## src/rtl/vga_pkg.sv

```systemverilog
// Shared constants for the digit overlay: ROM source encodings, glyph size,
// digit field origin tables and the update handshake states.
package vga_pkg;

  typedef enum logic [1:0] {
    SEL_WHITE    = 2'd0,
    SEL_TEMPLATE = 2'd1,
    SEL_NUMEROS  = 2'd2,
    SEL_UNUSED   = 2'd3
  } rom_sel_e;

  typedef enum logic [1:0] {
    ST_IDLE       = 2'd0,
    ST_WAIT_BLANK = 2'd1,
    ST_LOAD       = 2'd2,
    ST_ACK        = 2'd3
  } upd_state_e;

  localparam int GLYPH_SIZE  = 600;
  localparam int NUM_COLS    = 6;
  localparam int NUM_ROWS    = 3;
  localparam int NUM_NIBBLES = 18;

  // Template-relative X origin of each digit column.
  function automatic int field_col_x(input logic [2:0] c);
    case (c)
      3'd0:    return 32'sd2;
      3'd1:    return 32'sd24;
      3'd2:    return 32'sd52;
      3'd3:    return 32'sd74;
      3'd4:    return 32'sd100;
      3'd5:    return 32'sd122;
      default: return 32'sd0;
    endcase
  endfunction

  // Template-relative Y origin of each digit row: date, hour, timer.
  function automatic int field_row_y(input logic [1:0] r);
    case (r)
      2'd0:    return 32'sd20;
      2'd1:    return 32'sd70;
      2'd2:    return 32'sd120;
      default: return 32'sd0;
    endcase
  endfunction

endpackage

```

## src/rtl/digit_field_decode.sv

```systemverilog
// Combinational pixel decode: template membership and offset, plus which
// digit field (row/column) the pixel falls in and its offset inside the glyph.
module digit_field_decode
  import vga_pkg::*;
#(
  parameter int IMG_X0  = 100,
  parameter int IMG_Y0  = 100,
  parameter int IMG_DIM = 200,
  parameter int DIG_W   = 20,
  parameter int DIG_H   = 30
) (
  input  logic [9:0] addrh,
  input  logic [9:0] addrv,
  output logic       in_tmpl,
  output logic [9:0] rel_x,
  output logic [9:0] rel_y,
  output logic       field_hit,
  output logic [1:0] row,
  output logic [2:0] col,
  output logic [9:0] off_x,
  output logic [9:0] off_y
);

  int   tx_s;
  int   ty_s;
  logic col_hit_s;
  logic row_hit_s;

  // Template window and template-relative offsets.
  always_comb begin
    tx_s    = int'(addrh) - IMG_X0;
    ty_s    = int'(addrv) - IMG_Y0;
    in_tmpl = (tx_s >= 32'sd0) && (tx_s < IMG_DIM) && (ty_s >= 32'sd0) && (ty_s < IMG_DIM);
    if (in_tmpl) begin
      rel_x = 10'(tx_s);
      rel_y = 10'(ty_s);
    end else begin
      rel_x = 10'd0;
      rel_y = 10'd0;
    end
  end

  // Column and row searches are independent; a field hit needs both.
  always_comb begin
    col_hit_s = 1'b0;
    col       = 3'd0;
    off_x     = 10'd0;
    for (int c = 0; c < NUM_COLS; c++) begin
      if (!col_hit_s && (tx_s >= field_col_x(3'(c))) && (tx_s < field_col_x(3'(c)) + DIG_W)) begin
        col_hit_s = 1'b1;
        col       = 3'(c);
        off_x     = 10'(tx_s - field_col_x(3'(c)));
      end else begin
        col_hit_s = col_hit_s;
      end
    end
    row_hit_s = 1'b0;
    row       = 2'd0;
    off_y     = 10'd0;
    for (int r = 0; r < NUM_ROWS; r++) begin
      if (!row_hit_s && (ty_s >= field_row_y(2'(r))) && (ty_s < field_row_y(2'(r)) + DIG_H)) begin
        row_hit_s = 1'b1;
        row       = 2'(r);
        off_y     = 10'(ty_s - field_row_y(2'(r)));
      end else begin
        row_hit_s = row_hit_s;
      end
    end
    field_hit = col_hit_s && row_hit_s;
  end

endmodule

```

## src/rtl/digit_overlay_ctrl.sv

```systemverilog
// Digit overlay controller: 2-stage pixel-source pipeline selecting white,
// template or numeros ROM, and a blank-synchronised shadow-register update.
module digit_overlay_ctrl
  import vga_pkg::*;
#(
  parameter int IMG_X0    = 100,
  parameter int IMG_Y0    = 100,
  parameter int IMG_DIM   = 200,
  parameter int DIG_W     = 20,
  parameter int DIG_H     = 30,
  parameter int V_VISIBLE = 480
) (
  input  logic        CLK,
  input  logic        RST,
  input  logic        ENclock,
  input  logic [9:0]  ADDRH,
  input  logic [9:0]  ADDRV,
  input  logic        UPD_REQ,
  input  logic [71:0] UPD_DATA,
  output logic        UPD_ACK,
  output logic [1:0]  ROM_SEL,
  output logic [15:0] PLANT_ADDR,
  output logic [12:0] NUM_ADDR,
  output logic        PIX_VALID
);

  logic       dec_in_tmpl_s;
  logic [9:0] dec_rel_x_s;
  logic [9:0] dec_rel_y_s;
  logic       dec_hit_s;
  logic [1:0] dec_row_s;
  logic [2:0] dec_col_s;
  logic [9:0] dec_off_x_s;
  logic [9:0] dec_off_y_s;
  logic [4:0] nib_idx_s;
  logic [3:0] digit_s;

  logic [71:0] shadow_r;
  upd_state_e  state_r;
  upd_state_e  state_next_s;
  logic        ack_r;

  logic       s1_valid_r;
  logic       s1_in_tmpl_r;
  logic [9:0] s1_rel_x_r;
  logic [9:0] s1_rel_y_r;
  logic       s1_hit_r;
  logic [3:0] s1_digit_r;
  logic [9:0] s1_off_x_r;
  logic [9:0] s1_off_y_r;

  rom_sel_e   sel_s;
  logic [15:0] plant_s;
  logic [12:0] num_s;
  rom_sel_e   rom_sel_r;
  logic [15:0] plant_r;
  logic [12:0] num_r;
  logic        pix_valid_r;

  digit_field_decode #(
    .IMG_X0 (IMG_X0),
    .IMG_Y0 (IMG_Y0),
    .IMG_DIM(IMG_DIM),
    .DIG_W  (DIG_W),
    .DIG_H  (DIG_H)
  ) u_decode (
    .addrh    (ADDRH),
    .addrv    (ADDRV),
    .in_tmpl  (dec_in_tmpl_s),
    .rel_x    (dec_rel_x_s),
    .rel_y    (dec_rel_y_s),
    .field_hit(dec_hit_s),
    .row      (dec_row_s),
    .col      (dec_col_s),
    .off_x    (dec_off_x_s),
    .off_y    (dec_off_y_s)
  );

  assign nib_idx_s = 5'(dec_row_s) * 5'd6 + 5'(dec_col_s);
  assign digit_s   = shadow_r[{nib_idx_s, 2'b00} +: 4];

  // Update handshake state register.
  always_ff @(posedge CLK) begin
    if (RST) begin
      state_r <= ST_IDLE;
      ack_r   <= 1'b0;
    end else begin
      state_r <= state_next_s;
      ack_r   <= (state_next_s == ST_ACK);
    end
  end

  // LOAD is left unconditionally so a load started on the last blank line completes.
  always_comb begin
    state_next_s = state_r;
    case (state_r)
      ST_IDLE: begin
        if (UPD_REQ) state_next_s = ST_WAIT_BLANK;
        else         state_next_s = ST_IDLE;
      end
      ST_WAIT_BLANK: begin
        if (int'(ADDRV) >= V_VISIBLE) state_next_s = ST_LOAD;
        else                          state_next_s = ST_WAIT_BLANK;
      end
      ST_LOAD: state_next_s = ST_ACK;
      ST_ACK:  state_next_s = ST_IDLE;
      default: state_next_s = ST_IDLE;
    endcase
  end

  // Shadow digits change only in LOAD, which is reachable only from vertical blank.
  always_ff @(posedge CLK) begin
    if (RST) begin
      shadow_r <= {NUM_NIBBLES{4'hF}};
    end else if (state_r == ST_LOAD) begin
      shadow_r <= UPD_DATA;
    end else begin
      shadow_r <= shadow_r;
    end
  end

  // Stage 1: capture decode and the digit value for this pixel.
  always_ff @(posedge CLK) begin
    if (RST) begin
      s1_valid_r   <= 1'b0;
      s1_in_tmpl_r <= 1'b0;
      s1_rel_x_r   <= 10'd0;
      s1_rel_y_r   <= 10'd0;
      s1_hit_r     <= 1'b0;
      s1_digit_r   <= 4'hF;
      s1_off_x_r   <= 10'd0;
      s1_off_y_r   <= 10'd0;
    end else if (ENclock) begin
      s1_valid_r   <= 1'b1;
      s1_in_tmpl_r <= dec_in_tmpl_s;
      s1_rel_x_r   <= dec_rel_x_s;
      s1_rel_y_r   <= dec_rel_y_s;
      s1_hit_r     <= dec_hit_s;
      s1_digit_r   <= digit_s;
      s1_off_x_r   <= dec_off_x_s;
      s1_off_y_r   <= dec_off_y_s;
    end
  end

  // Source priority; blank nibbles (10-15) fall through to the template.
  always_comb begin
    sel_s   = SEL_WHITE;
    plant_s = 16'd0;
    num_s   = 13'd0;
    if (s1_hit_r && (s1_digit_r <= 4'd9)) begin
      sel_s = SEL_NUMEROS;
      num_s = 13'(int'(s1_digit_r) * GLYPH_SIZE + int'(s1_off_x_r) * DIG_H + int'(s1_off_y_r));
    end else if (s1_in_tmpl_r) begin
      sel_s   = SEL_TEMPLATE;
      plant_s = 16'(int'(s1_rel_x_r) * IMG_DIM + int'(s1_rel_y_r));
    end else begin
      sel_s = SEL_WHITE;
    end
  end

  // Stage 2: registered outputs.
  always_ff @(posedge CLK) begin
    if (RST) begin
      rom_sel_r   <= SEL_WHITE;
      plant_r     <= 16'd0;
      num_r       <= 13'd0;
      pix_valid_r <= 1'b0;
    end else if (ENclock) begin
      rom_sel_r   <= sel_s;
      plant_r     <= plant_s;
      num_r       <= num_s;
      pix_valid_r <= s1_valid_r;
    end
  end

  assign UPD_ACK    = ack_r;
  assign ROM_SEL    = rom_sel_r;
  assign PLANT_ADDR = plant_r;
  assign NUM_ADDR   = num_r;
  assign PIX_VALID  = pix_valid_r;

endmodule

```

## config.mk

```make
export PLATFORM = sky130hd
export DESIGN_NAME = digit_overlay_ctrl
export DESIGN_NICKNAME = d
export VERILOG_FILES = /design/src/rtl/vga_pkg.sv /design/src/rtl/digit_field_decode.sv /design/src/rtl/digit_overlay_ctrl.sv
export SDC_FILE = /design/constraint.sdc
export NUM_CORES = 1
export LEC_CHECK = 0
export ABC_AREA = 1
export CORE_MARGIN = 8
export CORE_UTILIZATION = 30
export DETAILED_ROUTE_END_ITERATION = 10
export SYNTH_ARGS = -nofsm -noshare
export SYNTH_HDL_FRONTEND = slang
export SYNTH_HIERARCHICAL = 1
export SYNTH_SLANG_ARGS = --single-unit
```

## constraint.sdc

```tcl
create_clock -name CLK -period 6.2 [get_ports CLK]
set_input_delay 1.24 -clock CLK [delete_from_list [all_inputs] [get_ports CLK]]
set_output_delay 1.24 -clock CLK [all_outputs]
set_load 0.005 [all_outputs]
```

* After elaboration in Yosys (flattened, before gate mapping) *
Index checks and enable logic that the tools add are counted.

storage, ports and cells
  register bits = 154
  output and inout bits = 33

operators by class
  magnitude comparators = 24
  equality and inequality tests = 4
  mux-type cells = 44
  reductions and logical operators = 29
  shifts and indexed selects = 1
  $mul = 4
  add/subtract/negate cells = 15

operator list
  kind                     number
  $mux W10                 20
  $sub A10 B10 Y10         9
  $shiftx A72 B8 Y4        1
  $ge A11 B8 Y1 const B    5
  $lt A11 B8 Y1 const B    4
  $lt A11 B9 Y1 const B    4
  $mux W16                 2
  $ge A11 B1 Y1 const B    2
  $ge A11 B6 Y1 const B    2
  $lt A11 B7 Y1 const B    2
  $sub A10 B7 Y11 const B  2
  $logic_and A1 B1 Y1      21
  $add A16 B10 Y16         1
  $add A13 B10 Y13         1
  $add A13 B13 Y13         1
  $mul A10 B5 Y13 const B  1
  $mux W1                  13
  $mux W13                 1
  $mul A10 B4 Y12 const B  1
  $mux W3                  4
  $ge A11 B3 Y1 const B    1
  $ge A11 B7 Y1 const B    1
  $lt A11 B6 Y1 const B    1
  $ge A10 B9 Y1 const B    1
  other kinds (10)         20

* Logic depth before layout (Yosys ltp) *
  word-level depth = 26
  gate-level depth with buffers = 31
  gate-level depth less buffers = 30

* Modules after synthesis *
Netlist, hierarchy kept.

modules (own cells, without submodules)
  module              times used  area an instance (um2)  cells each
  digit_overlay_ctrl  1           9,371.5                 1,285
  digit_field_decode  1           2,343.5                 426

* Worst setup path before layout *
Ideal clock, no wire load.

  path type = input-to-reg
  start point = input ADDRV[2]
  end point = register s1_digit_r[0]
  arrival = 4,691 ps
  slack = 1,450 ps
  data required time = 6,141 ps
  setup time = 59 ps
  stages on the path = 22
  cell sequence = inv_1 ha_1 xnor2_1 inv_1 ha_1 a21oi_1 nand2_1 nand2_1 nand2_1 nand3_1 nand4_1 inv_1 ha_1 inv_1 fa_1 inv_1 nand2_1 nor3_1 nand2_1 o21ai_1 nand2_1 nand2_1

between the ends
  longest elaborated chain between the ends = 15
  elaborated cells between the ends (all ways) = 21

ends and longest elaborated chain
  what                                                   RTL line                   text
  from (decl)                                            digit_overlay_ctrl.sv:17   input logic [9:0] ADDRV,
  $sub A10 B7 Y11 (*)                                    digit_field_decode.sv:32   ty_s = int'(addrv) - IMG_Y0;
  $ge A11 B6 Y1 / $lt A11 B7 Y1 (equally long branches)  digit_field_decode.sv:61   if (!row_hit_s && (ty_s >= field_row_y(2'(r))) && (ty_s < field_row_y(2'(r)) + DIG_H)) begin
  $logic_and A1 B1 Y1                                    digit_field_decode.sv:61
  $mux W1                                                digit_field_decode.sv:61
  $logic_not A1 Y1                                       digit_field_decode.sv:61
  $logic_and A1 B1 Y1 (2 in a row)                       digit_field_decode.sv:61
  $mux W1                                                digit_field_decode.sv:61
  $logic_not A1 Y1                                       digit_field_decode.sv:61
  $logic_and A1 B1 Y1                                    digit_field_decode.sv:61
  $logic_and A1 B1 Y1 (*)                                digit_field_decode.sv:61
  $mux W2 (*)                                            digit_field_decode.sv:61
  via dec_row_s[1]                                       digit_overlay_ctrl.sv:31   logic [1:0] dec_row_s;
  $mul A2 B2 Y4 (*)                                      digit_overlay_ctrl.sv:79   assign nib_idx_s = 5'(dec_row_s) * 5'd6 + 5'(dec_col_s);
  $add A5 B3 Y5 (*)                                      digit_overlay_ctrl.sv:79
  $shiftx A72 B8 Y4 (*)                                  digit_overlay_ctrl.sv:80   assign digit_s = shadow_r[{nib_idx_s, 2'b00} +: 4];
  to (signal assigned)                                   digit_overlay_ctrl.sv:139  s1_digit_r <= digit_s;
  to (decl)                                              digit_overlay_ctrl.sv:48   logic [3:0] s1_digit_r;

Mark *: on every way through the listed nets, which the timed path passes. The rest lies on a longest branch.
A chain may end at the register's enable or synchronous reset.

* Worst setup path after layout *
  start point = input ADDRH[3]
  end point = register s1_digit_r[0]

between the ends
  longest elaborated chain between the ends = 26
  elaborated cells between the ends (all ways) = 41

ends and longest elaborated chain
  what                                                   RTL line                  text
  from (decl)                                            digit_overlay_ctrl.sv:16  input logic [9:0] ADDRH,
  $sub A10 B7 Y11 (*)                                    digit_field_decode.sv:31  tx_s = int'(addrh) - IMG_X0;
  $ge A11 B3 Y1 / $lt A11 B6 Y1 (equally long branches)  digit_field_decode.sv:49  if (!col_hit_s && (tx_s >= field_col_x(3'(c))) && (tx_s < field_col_x(3'(c)) + DIG_W)) begin
  $logic_and A1 B1 Y1                                    digit_field_decode.sv:49
  $mux W1                                                digit_field_decode.sv:49
  $logic_not A1 Y1                                       digit_field_decode.sv:49
  $logic_and A1 B1 Y1 (2 in a row)                       digit_field_decode.sv:49
  $mux W1                                                digit_field_decode.sv:49
  $logic_not A1 Y1                                       digit_field_decode.sv:49
  [8 not listed]                                         n/a
  $logic_and A1 B1 Y1 (2 in a row)                       digit_field_decode.sv:49
  $mux W1                                                digit_field_decode.sv:49
  $logic_not A1 Y1                                       digit_field_decode.sv:49
  $logic_and A1 B1 Y1 (2 in a row)                       digit_field_decode.sv:49
  $mux W3 (*)                                            digit_field_decode.sv:49
  via dec_col_s[1]                                       digit_overlay_ctrl.sv:32  logic [2:0] dec_col_s;
  $add A5 B3 Y5 (*)                                      digit_overlay_ctrl.sv:79
  $shiftx A72 B8 Y4 (*)                                  digit_overlay_ctrl.sv:80

Marks and branches as above.

==> metrics <==
Horiz. Die Dim 214 um; CP top delay family simple AND/OR/NAND/NOR gates; accumulated negative setup slack 0 ps; Max Fanout on Critical Path 11; Max Slew Vio Count 0; Root Driver clkbuf_16; Worst-Margin Slew 1180 ps; Die H 214 um; PD cells 295 nW/um^2; initial antenna violation count 3; Synth Area in Simple Gates 0.312; #FFs+latches synth 154; CP most frequent cell nand2_1; Initial Util 0.304; async set-reset flop share out of synthesis 0; CP Class primary input to register; Clock Latency Late Sink 430 ps; WP buf/inv 5; Max H-tree Level 4; Synthesis Warnings 6; Post-Syn Area 11700 um^2; via/cell ratio 4.74; largest net degree at the start of global routing 88; Achievable Freq 186 MHz; die area 45600 um^2; commonest non-fill, non-tap cell in the layout nand2_1; Critical Path RT 6580 ps; Post-Route WL 33800 um; max cap viols 0; PortBufs 128; Synth Area in XOR/XNOR 0.0299; post-synthesis compound-gate area fraction 0.131; proportion of synthesized area in mux cells 0; status finished clean; drt wl/cell 14.4 um; Most used DFF post-synth dfxtp_1; Final HPWL DP 26500 um; Core Area 38600 um^2; Mapped Cells 1711; layout cells sized above 1 0.0686; DRC violations left 0; GRT Total Usage 0.150; # rows 72; P&R area growth vs syn 20.1%; Peak VDD IR 0.219 mV; LEAKAGE 6.73 nW; clock skew 14.0 ps; largest family of logic cells by synthesized area simple AND/OR/NAND/NOR gates; adder-cell share of the synthesized area 0.169; Post-synth EDFFs 0; Starting DRT DRC Count 772; deepest clock path buffer count 2; startpoint types primary input; cts bufs inserted 17; Clock Sinks 154; Rel. slew slack 0.211; CP Data Arrival Time 5760 ps; Final setup viols 0; first-pass iteration count of the detailed router 5; number of global-route vias before repair 10900; number of fill cells 4125; multi-input logic area 7530 um^2; most frequent cells in the layout 447 x nand2_1, 196 x inv_1, 154 x dfxtp_1, 144 x nand3_1, 143 x nor2_1; synth unique cells 47; post-route core utilization 0.365; I/O pin total 129; CTS clock-pin slew for the worst setup and hold paths 70 ps; Routed Antenna Nets 0; CTS tree done; Seq/Total Area, Yosys 0.263; Mean Syn Cell Area 6.85 um^2; Critical Path End Type register; fin crit share 0.868; RSZ-0062 raised after global routing no; CP max stage cell clkdlybuf4s50_1; register area 3080 um^2; post-route minimum period 5380 ps; Nets 2044; via count 11100; grt ovf 0; Placer Congestion 0.894; Hold Violations, Final 0; Hold WC Path Type register to register; hold buffers post-CTS 0; Max stage delay on crit path 570 ps; post-CTS resize count 0; Post-CTS Setup Repair Bufs 0; first-pass GRT wire length 55400 um
## cell families (layout without fill, tap and decap cells)
logic type | count (synthesis) | after routing
buf+inv | 279 | 390
flops | 154 | 154
fa+ha+maj | 138 | 138
xor+xnor | 40 | 40
other cells | 1 | 3
compound gates | 280 | 280
simple gates | 819 | 819
## worst paths after layout
path / from / slack [ps] / cells past startpoint / end
hold / removal: s1_off_y_r[0] / 450 / 2 / NUM_ADDR[0]
setup reg to reg: s1_off_x_r[2] / 1750 / 22 / NUM_ADDR[12]
setup / recovery: ADDRH[3] / 820 / 28 / s1_digit_r[0]
hold reg to reg: s1_off_y_r[0] / 450 / 2 / NUM_ADDR[0]
## where the power goes
| group | switching [mW] | internal, mW |
|---|---|---|
| clock | 0.481 | 0.610 |
| combinational | 1.22 | 0.739 |
| sequential | 0.0488 | 1.05 |
## area by class of cell
type,count,area share
multi-input combinational,1279,0.535
sequential,154,0.219
timing repair buffer,141,0.0980
inverter,217,0.0582
tap,518,0.0461
clock buffer,17,0.0302
clock inverter,15,0.0127
antenna,1,0.000178
## through the flow
step | total power, mW | std cells | hold slack [ps] | cell area (um^2) | setup slack [ps]
2_1_floorplan | 2.59 | 1712 | 424 | 11700 | 1450
3_3_place_gp | 3.05 | 2309 | 436 | 13500 | 567
3_5_place_dp | 3.07 | 2309 | 443 | 13500 | 456
4_1_cts | 4.17 | 2341 | 454 | 14100 | 889
5_1_grt | 4.52 | 2341 | 477 | 14100 | 283
6_report | 4.15 | 2342 | 448 | 14100 | 820
## Yosys cell counts (all sizes together) (3+ instances only)
cell	instances	share of area
nand2	479	0.17
inv	211	0.068
dfxtp	154	0.26
nor2	154	0.057
nand3	150	0.067
o21ai	123	0.053
a21oi	109	0.048
ha	105	0.11
clkbuf	36	0.012
fa	33	0.056
buf	26	0.013
o211ai	24	0.015
nand4	20	0.012
xnor2	20	0.015
xor2	20	0.015
a31oi	10	0.0053
nand3b	8	0.0058
clkinv	6	0.0022
or2	4	0.0021
a21o	3	0.0019
a22oi	3	0.0019
nor3	3	0.0013
o21bai	3	0.0019
## registers in the layout, indices dropped and copies added, names as in the netlist, 4 cells and up
register and cells:
s1_rel_y_r 10, s1_rel_x_r 10, NUM_ADDR 13, s1_off_x_r 10, s1_digit_r 4, PLANT_ADDR 16, s1_off_y_r 10, shadow_r 72
## worst min-delay path, cell delays in order, from the launching register on
cell     delay (ps)
dfxtp_1         310
nand2_1          60
a21oi_1          50
## layer usage
layer	global-route usage	wire (um)	up-vias
met5	0	26	-
met4	0.0402	629	4
met3	0.0354	1870	42
met2	0.244	15100	270
met1	0.198	16200	5076
li1	-	-	5707
Note: power is estimated with default switching activity, not from simulation.
